File: config.mk
export PLATFORM = sky130hd
export DESIGN_NAME = servant_timer_scheduler
export DESIGN_NICKNAME = d
export VERILOG_FILES = /design/src/rtl/servant_timer_scheduler.sv
export SDC_FILE = /design/constraint.sdc
export NUM_CORES = 1
export LEC_CHECK = 0
export CAP_MARGIN = 20
export CORE_MARGIN = 2
export CORE_UTILIZATION = 25
export CTS_CLUSTER_SIZE = 12
export DETAILED_ROUTE_END_ITERATION = 16
export PLACE_DENSITY_LB_ADDON = 0.15
export SLEW_MARGIN = 25
export SYNTH_ARGS = -nofsm -noshare
export SYNTH_HDL_FRONTEND = slang
export SYNTH_SLANG_ARGS = --single-unit
File: constraint.sdc
create_clock -name i_clk -period 3.2 [get_ports i_clk]
set_input_delay 0.32 -clock i_clk [delete_from_list [all_inputs] [get_ports i_clk]]
set_output_delay 0.32 -clock i_clk [all_outputs]
set_load 0.01 [all_outputs]
File: src/rtl/servant_timer_scheduler.sv
// -----------------------------------------------------------------------------
// servant_timer_scheduler
//   A free-running timebase with CHANNELS one-shot timer channels. Software
//   arms a channel with a relative delay, and the channel expires once the
//   timebase reaches the resulting deadline. A single comparator is shared
//   between all channels: after every timebase tick, a small scanner visits
//   the channels one per clock.
//
// Ports
//   i_clk     sole clock, rising edge
//   i_rst_n   asynchronous active-low reset
//   i_wb_adr  word address (0 NOW, 1 PENDING, 2 ENABLE, 3 ARMED, 8+n DEADLINE n)
//   i_wb_dat  write data
//   i_wb_we   write strobe, qualified by i_wb_cyc
//   i_wb_cyc  single-cycle bus access valid (no ack)
//   o_wb_rdt  registered read data, updated on read accesses only
//   o_irq     registered level interrupt: any pending & enabled channel
// -----------------------------------------------------------------------------
module servant_timer_scheduler #(
    parameter int WIDTH    = 16,
    parameter int CHANNELS = 4,
    parameter int PRESCALE = 7
) (
    input  logic        i_clk,
    input  logic        i_rst_n,
    input  logic [3:0]  i_wb_adr,
    input  logic [31:0] i_wb_dat,
    input  logic        i_wb_we,
    input  logic        i_wb_cyc,
    output logic [31:0] o_wb_rdt,
    output logic        o_irq
);

    localparam int PW = $clog2(PRESCALE + 1);
    localparam int CW = $clog2(CHANNELS);
    localparam logic [PW-1:0] PRESC_MAX = PW'(PRESCALE);
    localparam logic [CW-1:0] LAST_CH   = CW'(CHANNELS - 1);

    typedef enum logic {
        S_IDLE = 1'b0,
        S_SCAN = 1'b1
    } state_t;

    logic [PW-1:0]       presc_r;
    logic [WIDTH-1:0]    now_r;
    logic [WIDTH-1:0]    deadline_r [CHANNELS];
    logic [CHANNELS-1:0] armed_r;
    logic [CHANNELS-1:0] pending_r;
    logic [CHANNELS-1:0] enable_r;
    logic                irq_r;
    logic [31:0]         rdt_r;
    state_t              state_r;
    state_t              state_s;
    logic [CW-1:0]       chan_r;
    logic [CW-1:0]       chan_s;

    logic                tick_s;
    logic                wr_s;
    logic                rd_s;
    logic                now_wr_s;
    logic                pend_wr_s;
    logic                en_wr_s;
    logic [CHANNELS-1:0] arm_s;
    logic [CHANNELS-1:0] expire_s;
    logic [CHANNELS-1:0] w1c_s;
    logic [WIDTH-1:0]    sel_dl_s;
    logic [WIDTH-1:0]    diff_s;
    logic                hit_s;
    logic [31:0]         rdata_s;

    assign tick_s    = (presc_r == PRESC_MAX);
    assign wr_s      = i_wb_cyc & i_wb_we;
    assign rd_s      = i_wb_cyc & ~i_wb_we;
    assign now_wr_s  = wr_s && (i_wb_adr == 4'd0);
    assign pend_wr_s = wr_s && (i_wb_adr == 4'd1);
    assign en_wr_s   = wr_s && (i_wb_adr == 4'd2);
    assign w1c_s     = pend_wr_s ? i_wb_dat[CHANNELS-1:0] : {CHANNELS{1'b0}};

    // Deadline under the scanner plus the wrap-safe "now has reached it" test.
    // The sign bit of (now - deadline) is clear once now is at or past the
    // deadline, as long as delays stay below half the timebase range.
    always_comb begin
        sel_dl_s = '0;
        for (int n = 0; n < CHANNELS; n++) begin
            sel_dl_s = (chan_r == CW'(n)) ? deadline_r[n] : sel_dl_s;
        end
    end

    assign diff_s = now_r - sel_dl_s;
    // A NOW write aborts the scan, so it also suppresses any expiry that cycle.
    assign hit_s  = (state_r == S_SCAN) && !now_wr_s && !diff_s[WIDTH-1];

    // Per-channel arm strobes and expiry events; an arm write to the channel
    // being visited takes precedence over its expiry.
    always_comb begin
        arm_s    = '0;
        expire_s = '0;
        for (int n = 0; n < CHANNELS; n++) begin
            arm_s[n]    = wr_s && i_wb_adr[3] && (i_wb_adr[2:0] == 3'(n));
            expire_s[n] = hit_s && (chan_r == CW'(n)) && armed_r[n] && !arm_s[n];
        end
    end

    // Scanner next-state: start on tick, step one channel per clock, stop
    // after the last channel or when the timebase is rewritten.
    always_comb begin
        state_s = state_r;
        chan_s  = chan_r;
        case (state_r)
            S_IDLE: begin
                if (tick_s && !now_wr_s) begin
                    state_s = S_SCAN;
                    chan_s  = '0;
                end else begin
                    state_s = S_IDLE;
                    chan_s  = '0;
                end
            end
            S_SCAN: begin
                if (now_wr_s || (chan_r == LAST_CH)) begin
                    state_s = S_IDLE;
                    chan_s  = '0;
                end else begin
                    state_s = S_SCAN;
                    chan_s  = chan_r + 1'b1;
                end
            end
            default: begin
                state_s = S_IDLE;
                chan_s  = '0;
            end
        endcase
    end

    // Read data selection; unmapped addresses and bits return zero.
    always_comb begin
        rdata_s = '0;
        if (i_wb_adr[3]) begin
            for (int n = 0; n < CHANNELS; n++) begin
                rdata_s[WIDTH-1:0] = (i_wb_adr[2:0] == 3'(n)) ? deadline_r[n] : rdata_s[WIDTH-1:0];
            end
        end else begin
            case (i_wb_adr[2:0])
                3'd0:    rdata_s[WIDTH-1:0]    = now_r;
                3'd1:    rdata_s[CHANNELS-1:0] = pending_r;
                3'd2:    rdata_s[CHANNELS-1:0] = enable_r;
                3'd3:    rdata_s[CHANNELS-1:0] = armed_r;
                default: rdata_s = '0;
            endcase
        end
    end

    // Scanner state register.
    always_ff @(posedge i_clk or negedge i_rst_n) begin
        if (!i_rst_n) begin
            state_r <= S_IDLE;
            chan_r  <= '0;
        end else begin
            state_r <= state_s;
            chan_r  <= chan_s;
        end
    end

    // Prescaler and timebase; a NOW write restarts both from zero.
    always_ff @(posedge i_clk or negedge i_rst_n) begin
        if (!i_rst_n) begin
            presc_r <= '0;
            now_r   <= '0;
        end else if (now_wr_s) begin
            presc_r <= '0;
            now_r   <= '0;
        end else if (tick_s) begin
            presc_r <= '0;
            now_r   <= now_r + 1'b1;
        end else begin
            presc_r <= presc_r + 1'b1;
        end
    end

    // Deadline storage: absolute deadline computed at arm time.
    always_ff @(posedge i_clk or negedge i_rst_n) begin
        if (!i_rst_n) begin
            for (int n = 0; n < CHANNELS; n++) begin
                deadline_r[n] <= '0;
            end
        end else begin
            for (int n = 0; n < CHANNELS; n++) begin
                if (arm_s[n]) begin
                    deadline_r[n] <= now_r + i_wb_dat[WIDTH-1:0];
                end
            end
        end
    end

    // Channel status. Expiry is ORed in after the W1C so that a clear landing
    // on the expiry cycle cannot lose the event.
    always_ff @(posedge i_clk or negedge i_rst_n) begin
        if (!i_rst_n) begin
            armed_r   <= '0;
            pending_r <= '0;
            enable_r  <= '0;
        end else begin
            armed_r   <= (armed_r & ~expire_s) | arm_s;
            pending_r <= (pending_r & ~w1c_s & ~arm_s) | expire_s;
            if (en_wr_s) begin
                enable_r <= i_wb_dat[CHANNELS-1:0];
            end
        end
    end

    // Registered interrupt and read data.
    always_ff @(posedge i_clk or negedge i_rst_n) begin
        if (!i_rst_n) begin
            irq_r <= 1'b0;
            rdt_r <= '0;
        end else begin
            irq_r <= |(pending_r & enable_r);
            if (rd_s) begin
                rdt_r <= rdata_s;
            end
        end
    end

    assign o_irq    = irq_r;
    assign o_wb_rdt = rdt_r;

endmodule

==> results.tsv <==
metric	value	unit
total design power	8.58	mW
startpoint types	register	
post-synth top area share	42.2	%
H-Tree Depth	4	
CORE AREA	26900	um2
Post-Syn Instances	820	
die height	169	um
FF+latch area	2880	um2
Synth cell types	55	
asr flop ratio synth	100	%
utilization after layout	32.7	%
prevailing post-synth register cell	dfrtp_1	
dpl hpwl	16.8	mm
Wirelength per Cell	18.0	um
number of remaining DRC errors	0	
TritonCTS Buffers	17	
Worst-path clk slew	0.05	ns
buffer type at the clock tree root	clkbuf_16	
setup TNS	0	ns
GPL Wtd Cong	0.829	
clock buffer depth	2	
LEAKAGE	3.92	nW
Layout Nets	988	
crit-path cells	inv_2 > ha_4 > buf_6 > buf_6 > nand2_2 > nor2_2 > a21oi_2 > nor2_1 > a21oi_1 > nor2_1 > a21oi_2 > ha_1 > and4_4 > nand3_2 > or3_4 > o211ai_4 > xor2_4 > a31o_1	
slew margin rel.	60.1	%
area grow syn2layout	28.8	%
share of cells above drive strength 1	15.8	%
Slew @ Worst Pin	0.597	ns
Ys Warns	0	
antenna violations before repair	0	
Final Setup Violations	0	
Crit. End Element	register	
vias in the first global route	5919	
grt ovf	0	
final hold violations	0	
drt first-iter violations	446	
Crit-path slowest cell	dfrtp_2	
arrival time worst endpoint	3.47	ns
vias after detailed routing	6090	
clk sink count	115	
I/O Pins	73	
diode count	0	
worst reg-to-reg setup slack	0.08	ns
number of max-cap violations	0	
syn_area_per_cell	8.32	um2
area of the die	28600	um2
most common library cells after synthesis	nand2_1 (188), dfrtp_1 (115), a21oi_1 (91)	
DR pass1 iterations	5	
multi-input logic area	3790	um2
Worst VDD drop	0.512	mV
Fill cells	2889	
IO Port Bufs	40	
HP Class	primary input to asynchronous set/reset pin	
CTS tree	done	
f_max	321	MHz
synthesized flop and latch total	115	
final clock skew	0.00732	ns
Final ANT Viol Nets	0	
top cells by area, synth	dfrtp_1 (42%), nand2_1 (10%), a21oi_1 (6.7%)	
status	finished, final reports clean	
row cnt	60	
Clk Latency, worst-skew pair	0.42	ns
synthesized area	6820	um2
first-pass GRT wire length	35.7	mm
delay of the slowest critical-path stage	0.43	ns
R2R Path End	pending_r[1]$_DFF_PN0_	
hold_ws	0.364	ns
Max Slew Vio Count	0	
largest area contributor in the netlist	dfrtp_1	
routed wire length	22.8	mm
crit-path max FO	8	
vias per std cell	4.81	
final period utilization	97.5	%
Starting Density	25.4	%
Final Critical Period	3.12	ns
RSZ-0062 raised after global routing	true	
FF-to-FF Start	chan_r[0]$_DFF_PN0_	
most instantiated library cell after synthesis	nand2_1	
largest net degree at the start of global routing	59	
Power Density	976	nW/um2
worst endpoint required time	3.55	ns
Setup CP Type	register to register	
Seq/Total Area, Yosys	42.2	%
die width	169	um
number of synthesized flops with an enable pin	0	
R2R cell count	18	
Total GRT Usage	16.6	%
where the power goes:
group	internal [mW]	leakage (nW)	switching, mW
logic	1.77	2.15	2.26
registers	2.02	1.48	0.531
clock network	1.31	0.296	0.695
sequential cells by signal (all words and copies together) (netlist names), 2 cells and up:
register	flops
chan_r	2
enable_r	4
presc_r	3
deadline_r	64
o_wb_rdt	16
pending_r	4
armed_r	4
now_r	16
through the flow:
stage	area (um2)	setup WS, ns	instances
finish	8790	0.0805	1265
global route	8790	-0.0674	1265
CTS	8710	0.0164	1262
detailed placement	7990	-0.193	1229
global placement	7990	-0.191	1229
floorplan	6880	0.0475	835
logic make-up (layout without fill, tap and decap cells):
family | after synthesis | in the layout | share of synthesized area [%]
buffers and inverters | 74 | 163 | 5.12
multiplexers | 12 | 12 | 1.91
AND/OR/NAND/NOR | 326 | 326 | 20.2
XOR/XNOR | 26 | 26 | 3.45
flip-flops | 115 | 115 | 42.2
adder cells (fa/ha/maj) | 37 | 37 | 6.90
AO/OA/AOI/OAI | 229 | 229 | 20.2
other | 1 | 16 | 0.0550
routing by layer:
layer	up-vias	share of wire (%)	global-route usage [%]
met2	129	45	25.7
met5	-	0	0
met4	0	1.0	4.09
li1	3000	-	-
met3	16	4.0	2.71
met1	2945	50	24.2
critical path: cells and delay by family (launching register included):
family | cells | cell delay, ns
compound gates | 5 | 0.56
xor+xnor | 1 | 0.31
fa+ha+maj | 2 | 0.47
buf+inv | 3 | 0.29
flops | 1 | 0.43
simple gates | 7 | 1.01
final cells by class:
class                           instances  area share, %
Multi-Input combinational cell        646           43.1
Tap cell                              341           4.86
Clock buffer                           24           5.60
Clock inverter                          8           1.41
Sequential cell                       115           32.8
Timing Repair Buffer                  117           11.6
Inverter                               14          0.598
worst max path at each step:
stage,from,to
3_3_place_gp,chan_r[0]$_DFF_PN0_,pending_r[3]$_DFF_PN0_
3_5_place_dp,chan_r[0]$_DFF_PN0_,pending_r[2]$_DFF_PN0_
4_1_cts,chan_r[0]$_DFF_PN0_,pending_r[0]$_DFF_PN0_
6_report,chan_r[0]$_DFF_PN0_,pending_r[1]$_DFF_PN0_
5_1_grt,chan_r[0]$_DFF_PN0_,pending_r[0]$_DFF_PN0_
2_1_floorplan,chan_r[0]$_DFF_PN0_,pending_r[2]$_DFF_PN0_
what timing repair did:
| item | 4_1_cts | 5_1_grt |
|---|---|---|
| hold endpoints to repair | 20 | 0 |
| buffers inserted | 1 | 3 |
| hold buffers | 1 | 0 |
| pin swaps | 11 | 5 |
| gates resized for setup | 19 | 15 |
| endpoints found under the setup margin | 8 | 8 |
layout by cell type, fill, tap and decap left out, types with 10 or more instances in the layout:
master	netlist	routed
a21oi_1	91	85
a22oi_1	43	43
a31oi_1	14	14
buf_4	16	71
clkbuf_16	0	17
clkdlybuf4s50_1	0	39
conb_1	1	16
dfrtp_1	115	114
ha_1	36	33
inv_1	13	11
nand2_1	188	186
nor2_1	79	78
nor2b_1	10	10
o21ai_0	50	49
xnor2_1	14	14
xor2_1	11	11
(Power assumes the default switching activity.)
